[src/rtl/vx_lsu_req_arb.sv]
// vx_lsu_req_arb: round-robin arbiter that funnels NUM_REQS LSU request
// streams into one registered request port toward the LSU.
module vx_lsu_req_arb #(
    parameter  int NUM_REQS   = 4,
    parameter  int DATA_WIDTH = 256,
    localparam int SEL_BITS   = (NUM_REQS > 1) ? $clog2(NUM_REQS) : 1
) (
    input  logic                           clk_i,
    input  logic                           reset_i,
    input  logic [NUM_REQS-1:0]            req_valid_i,
    input  logic [NUM_REQS*DATA_WIDTH-1:0] req_data_i,
    output logic [NUM_REQS-1:0]            req_ready_o,
    output logic                           out_valid_o,
    output logic [DATA_WIDTH-1:0]          out_data_o,
    output logic [SEL_BITS-1:0]            out_sel_o,
    input  logic                           out_ready_i,
    output logic [15:0]                    grant_count_o
);

    // (base + off) mod NUM_REQS; one extra bit holds the sum before folding
    function automatic logic [SEL_BITS-1:0] rr_index(input logic [SEL_BITS-1:0] base,
                                                     input logic [SEL_BITS-1:0] off);
        logic [SEL_BITS:0] s;
        s = {1'b0, base} + {1'b0, off};
        if (s >= (SEL_BITS+1)'(NUM_REQS))
            s = s - (SEL_BITS+1)'(NUM_REQS);
        return s[SEL_BITS-1:0];
    endfunction

    logic                  out_valid_q, out_valid_d;
    logic [DATA_WIDTH-1:0] out_data_q,  out_data_d;
    logic [SEL_BITS-1:0]   out_sel_q,   out_sel_d;
    logic [SEL_BITS-1:0]   rr_ptr_q,    rr_ptr_d;
    logic [15:0]           count_q,     count_d;

    logic                  stage_free;
    logic                  win_found;
    logic [SEL_BITS-1:0]   win_idx;
    logic [DATA_WIDTH-1:0] win_data;
    logic                  accept;

    assign stage_free = !out_valid_q || out_ready_i;

    // Round-robin search starting at rr_ptr; walking downward lets the
    // closest valid requester to the pointer overwrite the farther ones.
    always_comb begin
        win_found = 1'b0;
        win_idx   = '0;
        for (int k = NUM_REQS-1; k >= 0; k--) begin
            if (req_valid_i[rr_index(rr_ptr_q, SEL_BITS'(k))]) begin
                win_found = 1'b1;
                win_idx   = rr_index(rr_ptr_q, SEL_BITS'(k));
            end
        end
    end

    // Payload mux of the winner and the one-hot grant back to requesters
    always_comb begin
        win_data    = '0;
        req_ready_o = '0;
        for (int i = 0; i < NUM_REQS; i++) begin
            if (win_idx == SEL_BITS'(i))
                win_data = req_data_i[i*DATA_WIDTH +: DATA_WIDTH];
            req_ready_o[i] = win_found && stage_free && !reset_i && (win_idx == SEL_BITS'(i));
        end
    end

    assign accept = win_found && stage_free;

    // Next state of the output stage, pointer and grant counter
    always_comb begin
        out_valid_d = out_valid_q;
        out_data_d  = out_data_q;
        out_sel_d   = out_sel_q;
        rr_ptr_d    = rr_ptr_q;
        count_d     = count_q;
        if (accept) begin
            out_valid_d = 1'b1;
            out_data_d  = win_data;
            out_sel_d   = win_idx;
            rr_ptr_d    = (win_idx == SEL_BITS'(NUM_REQS-1)) ? '0 : win_idx + 1'b1;
            count_d     = count_q + 16'd1;
        end else if (out_ready_i) begin
            out_valid_d = 1'b0;
        end
    end

    // State registers; reset drops any pending output request
    always_ff @(posedge clk_i) begin
        if (reset_i) begin
            out_valid_q <= 1'b0;
            out_data_q  <= '0;
            out_sel_q   <= '0;
            rr_ptr_q    <= '0;
            count_q     <= '0;
        end else begin
            out_valid_q <= out_valid_d;
            out_data_q  <= out_data_d;
            out_sel_q   <= out_sel_d;
            rr_ptr_q    <= rr_ptr_d;
            count_q     <= count_d;
        end
    end

    assign out_valid_o   = out_valid_q;
    assign out_data_o    = out_data_q;
    assign out_sel_o     = out_sel_q;
    assign grant_count_o = count_q;

endmodule

[config.mk]
export PLATFORM = sky130hd
export DESIGN_NAME = vx_lsu_req_arb
export DESIGN_NICKNAME = d
export VERILOG_FILES = /design/src/rtl/vx_lsu_req_arb.sv
export SDC_FILE = /design/constraint.sdc
export NUM_CORES = 1
export LEC_CHECK = 0
export ABC_AREA = 1
export BUFFER_PORTS_ARGS = -buffer_cell sky130_fd_sc_hd__buf_4
export CORE_AREA = 3 3 504 506
export CTS_CLUSTER_SIZE = 14
export DETAILED_ROUTE_END_ITERATION = 10
export DIE_AREA = 0 0 507 509
export GPL_TIMING_DRIVEN = 0
export PLACE_DENSITY = 0.3
export SYNTH_ARGS = -nofsm -noshare
export SYNTH_HDL_FRONTEND = slang
export SYNTH_SLANG_ARGS = --single-unit
[constraint.sdc]
create_clock -name clk_i -period 2.62 [get_ports clk_i]
set_clock_uncertainty 0.2 [all_clocks]
set_input_delay 0.262 -clock clk_i [delete_from_list [all_inputs] [get_ports clk_i]]
set_output_delay 0.262 -clock clk_i [all_outputs]
set_load 0.01 [all_outputs]
==> insert_results.sql, run 1 <==
INSERT INTO impl_metrics (metric_group, metric, value, unit) VALUES
('run_status', 'outcome', 'finished with violations', ''),
('run_status', 'failed_checks', 'negative setup slack', ''),
('clocking', 'clock_tree.htree_level_count', '2', ''),
('setup_path', 'worst_setup_path_start_kind', 'register', ''),
('sta', 'rsz0062_at_grt', 'yes', ''),
('synth', 'synth-seq-area-share', '33.3', '%'),
('grt', 'first_global_vias', '31600', ''),
('layout', 'flow.area_growth_from_synthesis', '187', '%'),
('setup_path', 'cp-end-kind', 'register', ''),
('clocking', 'clockBufferDepth', '3', ''),
('synth', 'synth_top_cells_by_area', 'sky130_fd_sc_hd__dfxtp_1, sky130_fd_sc_hd__a21oi_1, sky130_fd_sc_hd__nand2_1', ''),
('layout', 'proportion_of_layout_cells_with_a_drive_suffix_above_1', '39.9', '%'),
('synth', 'synth_simple_gate_area_share', '14.7', '%'),
('floorplanning', 'num_io_pins', '1310', ''),
('sta', 'final_max_slew_viol_count', '0', ''),
('flow_run', 'drv.max_cap_violation_count', '0', ''),
('setup_path', 'critical_path_arrival', '3.43', 'ns'),
('sta', 'timing_worst_slew_pin_value', '1.24', 'ns'),
('grt', 'antenna_found_initial', '141', ''),
('sta', 'final_min_period_over_clock_period', '117', '%'),
('placed_design', 'place_congestion', '0.931', ''),
('detailed_routing', 'drt_iter0_markers', '1835', ''),
('layout', 'nets', '6067', ''),
('floorplanning', 'die_w', '507', 'microns'),
('synth', 'dominantRegCellSynth', 'sky130_fd_sc_hd__dfxtp_1', ''),
('clocking', 'worstSkewPairLatency', '0.67', 'ns'),
('grt', 'groute.usage.overall', '17.3', '%'),
('sta', 'fmax', '326', 'MHz'),
('detailed_routing', 'drt-vias-per-instance', '3.64', ''),
('floorplanning', 'chipHeight', '509', 'microns'),
('placed_design', 'io_buffers', '1308', ''),
('detailed_routing', 'drtAntennaViolNets', '0', ''),
('synth', 'postSynthRegisterBits', '277', ''),
('detailed_routing', 'routed_wire_length', '238', 'mm'),
('clocking', 'cts_tree', 'done', ''),
('synth', 'complex_gate_fraction_of_the_synthesized_area', '43.3', '%'),
('clocking', 'clock_sinks', '277', ''),
('placed_design', 'placed_cell_area', '0.0308', 'sq mm'),
('layout', 'final_design_area_no_fill', '0.0477', 'sq mm'),
('grt', 'grt_pass1_wl', '301', 'mm'),
('synth', 'synth.area.mux_share', '0', '%'),
('setup_path', 'critical_path.max_stage_delay', '0.33', 'ns'),
('detailed_routing', 'wl_per_cell', '28.2', 'microns'),
('synth', 'synth_warnings', '0', ''),
('grt', 'overflow', '0', ''),
('setup_path', 'cp_num_buf_inv', '7', ''),
('grt', 'grt_start_max_net_pins', '14', ''),
('synth', 'yosysMostFrequentCell', 'sky130_fd_sc_hd__a21oi_1', ''),
('placed_design', 'hpwl_after_detailed_placement', '197', 'mm'),
('power', 'max-vdd-ir-drop', '0.696', 'mV'),
('synth', 'syn_area_per_cell', '6.58', 'sq um'),
('setup_path', 'crit_chain', 'buf_8 -> inv_8 -> nand2_2 -> nand2_2 -> nand2_2 -> nand2_2 -> nand2_2 -> nand2_2 -> nand2_2 -> nand2_4 -> ha_4 -> buf_4 -> nor2_4 -> buf_12 -> clkbuf_16 -> buf_4 -> buf_12 -> nand2_1 -> nand2_1 -> o211ai_1 -> a21oi_1', ''),
('synth', 'synthAdderAreaFrac', '0.376', '%'),
('floorplanning', 'core.rowCount', '184', ''),
('clocking', 'number_of_buffers_inserted_during_clock_tree_synthesis', '47', ''),
('synth', 'synth_top_family_by_area', 'compound AO/OA/AOI/OAI gates', ''),
('power', 'leakage', '20.2', 'nW'),
('sta', 'finalHoldViolations', '0', ''),
('floorplanning', 'fp.dieArea', '0.258', 'sq mm'),
('sta', 'finalCriticalPeriod', '3.06', 'ns'),
('detailed_routing', 'post_route_drc', '0', ''),
('sta', 'setup_ws', '-0.445', 'ns'),
('synth', 'syn_area', '0.0166', 'sq mm'),
('synth', 'ys_top_cells_by_count', 'sky130_fd_sc_hd__a21oi_1, sky130_fd_sc_hd__nand2_1, sky130_fd_sc_hd__dfxtp_1', ''),
('worst_hold_path', 'worst_hold_path_type', 'in2reg', ''),
('setup_path', 'critical-path-top-cell-by-count', 'sky130_fd_sc_hd__nand2_2', ''),
('synth', 'yosys.area.top_type_share', '33.3', '%'),
('synth', 'synth.distinct_cells', '26', ''),
('synth', 'yosys.area_share.xor_xnor', '0.0526', '%'),
('sta', 'setup-violations-final', '260', ''),
('clocking', 'path_clk_slew', '0.06', 'ns');
[cell type report]
cell class	instances	area, sq um
inverters	35	174
clock inverters	18	208
flip-flops and latches	277	5550
multi-input cells	1953	11300
diodes	56	140
well taps	3348	4190
clock buffers	65	1360
plain buffers	252	2700
repair buffers	2465	22200
fillers	28500	203000
[state kept, by name, summed over array words and instances, names as in the netlist]
register / count
rr_ptr_q: 2
out_sel_o: 2
out_data_o: 256
out_valid_o: 1
grant_count_o: 16
[metal layers]
layer | global-route usage (%) | vias up | routed length (microns)
met5 | 0 | - | 542
met4 | 4.26 | 90 | 7380
met3 | 4.74 | 334 | 19100
met2 | 29.3 | 1583 | 111000
met1 | 21.6 | 14700 | 100000
li1 | - | 14100 | -
[layout by cell type, fill, tap and decap left out, types with 3 or more instances in the layout]
cell,count
sky130_fd_sc_hd__buf_4,1347
sky130_fd_sc_hd__dlygate4sd3_1,1028
sky130_fd_sc_hd__a21oi_1,631
sky130_fd_sc_hd__nand2_1,466
sky130_fd_sc_hd__dfxtp_1,275
sky130_fd_sc_hd__o211ai_1,257
sky130_fd_sc_hd__o21ai_0,145
sky130_fd_sc_hd__o21ai_1,122
sky130_fd_sc_hd__clkbuf_16,98
sky130_fd_sc_hd__a21oi_2,98
sky130_fd_sc_hd__nand2_2,91
sky130_fd_sc_hd__diode_2,56
sky130_fd_sc_hd__a21oi_4,54
sky130_fd_sc_hd__buf_6,52
sky130_fd_sc_hd__buf_12,49
sky130_fd_sc_hd__clkbuf_8,45
sky130_fd_sc_hd__clkbuf_1,44
sky130_fd_sc_hd__buf_2,36
sky130_fd_sc_hd__clkbuf_2,34
sky130_fd_sc_hd__inv_1,26
sky130_fd_sc_hd__nand2_4,26
sky130_fd_sc_hd__buf_8,21
sky130_fd_sc_hd__clkbuf_4,21
sky130_fd_sc_hd__nor2_1,18
sky130_fd_sc_hd__nand3_1,12
sky130_fd_sc_hd__clkinv_2,10
sky130_fd_sc_hd__nor3_1,9
sky130_fd_sc_hd__buf_16,6
sky130_fd_sc_hd__nand4_1,5
sky130_fd_sc_hd__nor2_4,4
sky130_fd_sc_hd__clkinv_8,4
sky130_fd_sc_hd__nand2_8,4
sky130_fd_sc_hd__ha_4,4
sky130_fd_sc_hd__inv_2,3
sky130_fd_sc_hd__bufinv_16,3
[repair_timing]
item,CTS,global route
pin swaps,115,121
cloned,14,17
hold buffers,1028,0
hold endpoints to repair,266,0
gates resized for setup,687,256
setup endpoints to repair,262,264
setup buffers,61,35
[cell families (layout without fill, tap and decap cells)]
| group | Yosys count | after routing |
|---|---|---|
| buffers and inverters | 297 | 2835 |
| flip-flops | 277 | 277 |
| AO/OA/AOI/OAI | 1309 | 1309 |
| other | 0 | 56 |
| adder cells (fa/ha/maj) | 5 | 5 |
| AND/OR/NAND/NOR | 638 | 638 |
| XOR/XNOR | 1 | 1 |
[worst reg2reg max path: cells and delay by family, from the launching register on]
family / cells / cell delay, ns
AOI/OAI and AO/OA: 2 / 0.44
DFF: 1 / 0.33
and+or+nand+nor: 11 / 0.76
adders and majority gates: 1 / 0.22
buffers and inverters: 7 / 1.01
[power breakdown]
part           internal (mW)  total, mW  switching (mW)
clock                   3.92       6.69            2.77
sequential              5.79       6.91            1.12
combinational           20.2       47.0            26.8
[stage by stage]
stage | hold slack [ns] | std cells | setup TNS, ns | utilization [%] | worst slack [ns]
after floorplan | 0.256 | 2527 | 0 | - | 0.0957
after global routing | 0.0811 | 8443 | -108.56 | 19.0 | -0.563
after detailed placement | 0.288 | 7189 | -525.16 | 12.3 | -2.51
after CTS | 0.0126 | 8373 | -90.26 | 18.4 | -0.568
final | 0.122 | 8469 | -69.88 | 19.1 | -0.445
after global placement | 0.277 | 7183 | -645.60 | 12.2 | -3.20
[worst paths after layout]
| check | end | cells past startpoint | slack (ns) | from |
|---|---|---|---|---|
| worst max-delay path | out_data_o[136] | 21 | -0.44 | rr_ptr_q[0] |
| worst min-delay path | out_sel_o[1] | 7 | 0.12 | req_valid_i[1] |
| worst max register to register | out_data_o[136] | 21 | -0.44 | rr_ptr_q[0] |
| worst min register to register | grant_count_o[15] | 2 | 0.31 | grant_count_o[15] |
Power figures use the tool's default switching activity.
==> run 2, diff against run 1 <==
--- a/config.mk
+++ b/config.mk
@@ -5,12 +5,11 @@
 export SDC_FILE = /design/constraint.sdc
 export NUM_CORES = 1
 export LEC_CHECK = 0
-export ABC_AREA = 1
 export BUFFER_PORTS_ARGS = -buffer_cell sky130_fd_sc_hd__buf_4
-export CORE_AREA = 3 3 504 506
+export CORE_AREA = 3 3 516 518
 export CTS_CLUSTER_SIZE = 14
 export DETAILED_ROUTE_END_ITERATION = 10
-export DIE_AREA = 0 0 507 509
+export DIE_AREA = 0 0 519 521
 export GPL_TIMING_DRIVEN = 0
 export PLACE_DENSITY = 0.3
 export SYNTH_ARGS = -nofsm -noshare
==> insert_results.sql, run 2 <==
INSERT INTO impl_metrics (metric_group, metric, value, unit) VALUES
('detailed_routing', 'wl_per_cell', '32.4', 'microns'),
('sta', 'timing_worst_slew_pin_value', '1.35', 'ns'),
('sta', 'setup_ws', '-0.458', 'ns'),
('synth', 'ys_top_cells_by_count', 'sky130_fd_sc_hd__dfxtp_1, sky130_fd_sc_hd__nor2_1, sky130_fd_sc_hd__a21oi_1', ''),
('sta', 'finalHoldViolations', '0', ''),
('detailed_routing', 'drt-vias-per-instance', '3.70', ''),
('grt', 'first_global_vias', '30600', ''),
('grt', 'antenna_found_initial', '247', ''),
('worst_hold_path', 'worst_hold_path_type', 'in2reg', ''),
('setup_path', 'cp-end-kind', 'register', ''),
('grt', 'groute.usage.overall', '18.5', '%'),
('synth', 'syn_area', '0.0174', 'sq mm'),
('layout', 'proportion_of_layout_cells_with_a_drive_suffix_above_1', '45.6', '%'),
('placed_design', 'placement.setup.worst_slack', '-2.32', 'ns'),
('clocking', 'cts_tree', 'done', ''),
('sta', 'fmax', '325', 'MHz'),
('synth', 'number_of_nets_in_the_synthesized_netlist', '3213', ''),
('power', 'leakage', '20.2', 'nW'),
('sta', 'rsz0062_at_grt', 'yes', ''),
('synth', 'synth_top_cells_by_area', 'sky130_fd_sc_hd__dfxtp_1, sky130_fd_sc_hd__a221o_1, sky130_fd_sc_hd__a221oi_1', ''),
('sta', 'final_min_period_over_clock_period', '117', '%'),
('floorplanning', 'initial_core_util', '6.64', '%'),
('setup_path', 'critical_path.max_stage_delay', '0.44', 'ns'),
('power', 'design_power_total', '28.3', 'mW'),
('setup_path', 'crit_chain', 'nor2b_4 -> o21ai_2 -> o221a_4 -> inv_4 -> ha_4 -> nor2b_4 -> buf_12 -> buf_16 -> clkbuf_16 -> buf_6 -> a221o_1 -> a221oi_2 -> nor3_2', ''),
('clocking', 'number_of_buffers_inserted_during_clock_tree_synthesis', '44', ''),
('synth', 'yosysMostFrequentCell', 'sky130_fd_sc_hd__dfxtp_1', ''),
('detailed_routing', 'routed_wire_length', '266', 'mm'),
('synth', 'syn-instance-count', '2177', ''),
('layout', 'fillCellCount', '29700', ''),
('synth', 'asyncSetResetFlopFracSynth', '0', '%'),
('placed_design', 'place_congestion', '0.956', ''),
('setup_path', 'r2r.worst_path.cells', '13', ''),
('detailed_routing', 'post_route_drc', '0', ''),
('synth', 'syn_area_per_cell', '7.99', 'sq um'),
('layout', 'flow.area_growth_from_synthesis', '174', '%'),
('setup_path', 'regToRegSetupSlack', '-0.46', 'ns'),
('layout', 'mostFrequentLayoutCells', 'sky130_fd_sc_hd__buf_4, sky130_fd_sc_hd__dlygate4sd3_1, sky130_fd_sc_hd__dfxtp_1', ''),
('setup_path', 'worst_setup_path_start_kind', 'register', ''),
('setup_path', 'cp_num_buf_inv', '5', ''),
('setup_path', 'critical_path_arrival', '3.36', 'ns'),
('detailed_routing', 'routed-via-count', '30300', ''),
('worst_hold_path', 'start_point_of_the_worst_hold_path', 'req_data_i[46]', ''),
('power', 'power_per_cell_area', '595', 'mW/mm^2'),
('setup_path', 'worst-endpoint-required', '2.90', 'ns'),
('power', 'max-vdd-ir-drop', '0.432', 'mV'),
('layout', 'nets', '5591', ''),
('layout', 'largest_reg_flops', '256', ''),
('floorplanning', 'chipHeight', '521', 'microns'),
('sta', 'tns', '-66.36', 'ns'),
('detailed_routing', 'detail_route.first_pass.iterations', '5', ''),
('setup_path', 'critical_path_peak_fanout', '7', ''),
('placed_design', 'io_buffers', '1309', ''),
('sta', 'setup-violations-final', '257', ''),
('clocking', 'clock_sinks', '277', ''),
('setup_path', 'slowest_stage', 'sky130_fd_sc_hd__a221o_1', ''),
('grt', 'overflow', '0', ''),
('worst_hold_path', 'holdPathStages', '4', ''),
('clocking', 'cts_root_buf', 'sky130_fd_sc_hd__clkbuf_16', ''),
('synth', 'synth_largest_area_cell', 'sky130_fd_sc_hd__dfxtp_1', ''),
('detailed_routing', 'drtAntennaViolNets', '0', ''),
('synth', 'synth_warnings', '0', ''),
('layout', 'area_of_combinational_cells_with_multiple_inputs', '0.0119', 'sq mm'),
('grt', 'grt_start_max_net_pins', '12', ''),
('setup_path', 'critical-path-top-cell-by-count', 'sky130_fd_sc_hd__nor2b_4', ''),
('floorplanning', 'die_w', '519', 'microns'),
('setup_path', 'timing.rr.start', 'rr_ptr_q[0]', ''),
('sta', 'finalCriticalPeriod', '3.08', 'ns'),
('run_status', 'outcome', 'finished with violations', ''),
('flow_run', 'drv.max_cap_violation_count', '0', ''),
('layout', 'final_common_cell', 'sky130_fd_sc_hd__buf_4', ''),
('floorplanning', 'core.rowCount', '188', ''),
('clocking', 'clock_tree.htree_level_count', '2', ''),
('synth', 'synth_enable_flop_cells', '0', ''),
('setup_path', 'worst_path_dominant_cell_family', 'compound AO/OA/AOI/OAI gates', ''),
('grt', 'grt_pass1_wl', '330', 'mm'),
('sta', 'maxSlewHeadroom', '9.68', '%'),
('worst_hold_path', 'min_to', 'out_data_o[46]', ''),
('floorplanning', 'fp.dieArea', '0.270', 'sq mm'),
('floorplanning', 'num_io_pins', '1310', ''),
('clocking', 'clockBufferDepth', '3', ''),
('floorplanning', 'area_of_the_core', '0.262', 'sq mm'),
('run_status', 'failed_checks', 'negative setup slack', ''),
('placed_design', 'hpwl_after_detailed_placement', '229', 'mm'),
('synth', 'synth.distinct_cells', '44', ''),
('clocking', 'worstSkewPairLatency', '0.65', 'ns'),
('sta', 'final_max_slew_viol_count', '0', ''),
('synth', 'synth-seq-area-share', '31.9', '%'),
('synth', 'postSynthRegisterBits', '277', ''),
('clocking', 'path_clk_slew', '0.06', 'ns'),
('synth', 'yosys.area.top_type_share', '31.9', '%'),
('setup_path', 'critical_path_class', 'reg2reg', ''),
('setup_path', 'critical_path.reg2reg.endpoint', 'out_data_o[134]', ''),
('synth', 'dominantRegCellSynth', 'sky130_fd_sc_hd__dfxtp_1', ''),
('layout', 'regArea', '0.00555', 'sq mm'),
('detailed_routing', 'drt_iter0_markers', '2096', '');
-- run 2: layout make-up --
cell class                      instances  share of cell area, %
Antenna cell                          101                  0.531
Buffer                                254                   5.10
Clock buffer                           55                   2.55
Clock inverter                         25                  0.775
Inverter                              260                   2.06
Multi-Input combinational cell       1380                   24.9
Sequential cell                       277                   11.7
Tap cell                             3515                   9.24
Timing Repair Buffer                 2338                   43.1
-- run 2: per-layer routing --
layer / vias up / wire (microns) / track usage (%)
met1: 15000 / 121000 / 25.0
met4: 144 / 6670 / 3.66
met3: 405 / 22300 / 5.61
met5: - / 921 / 0
li1: 13100 / - / -
met2: 1652 / 115000 / 29.0
-- run 2: worst max path at each step --
stage	from	end	slack [ns]	cells past startpoint
finish	rr_ptr_q[0]	out_data_o[134]	-0.46	13
global route	rr_ptr_q[0]	req_ready_o[2]	-0.49	10
floorplan	req_valid_i[1]	out_data_o[180]	0.02	11
detailed placement	req_valid_i[1]	out_data_o[213]	-2.32	12
global placement	req_valid_i[1]	out_data_o[213]	-3.69	12
CTS	rr_ptr_q[0]	req_ready_o[3]	-0.50	9
-- run 2: worst min-delay path: cells and delay by family --
family | cells | cell delay, ns
buffers and inverters | 1 | 0.08
AND/OR/NAND/NOR | 1 | 0.11
AO/OA/AOI/OAI | 2 | 0.37
-- run 2: kinds of logic (layout without fill, tap and decap cells) --
group	Yosys count	count (layout)	share of synthesized area [%]
compound gates	791	791	35.8
flops	277	277	31.9
other cells	0	101	0
xor+xnor	6	6	0.302
simple gates	575	575	19.5
mux	3	3	0.216
fa+ha+maj	5	5	0.359
buf+inv	520	2932	12.0
-- run 2: what timing repair did --
item	4_1_cts	5_1_grt
setup endpoints to repair	266	265
hold endpoints to repair	264	1
pin swaps	28	102
gates cloned	5	15
hold buffers	956	1
setup buffers	20	30
resized for setup	546	368
-- run 2: per-stage QoR --
stage          std cells  instance area [sq um]  util [%]  hold slack, ns
2_1_floorplan       2177                  17400         -           0.233
3_3_place_gp        7001                  31600      12.1           0.257
3_5_place_dp        7005                  31700      12.1           0.260
4_1_cts             8065                  45600      17.4        0.000275
5_1_grt             8147                  47500      18.1          0.0103
6_report            8205                  47600      18.2          0.0207
-- run 2: where the power goes --
part / switching (mW) / internal [mW] / total (mW) / leakage, nW
clock network: 2.70 / 4.16 / 6.86 / 0.777
logic: 8.76 / 7.27 / 16.0 / 17.1
registers: 0.503 / 4.93 / 5.44 / 2.30
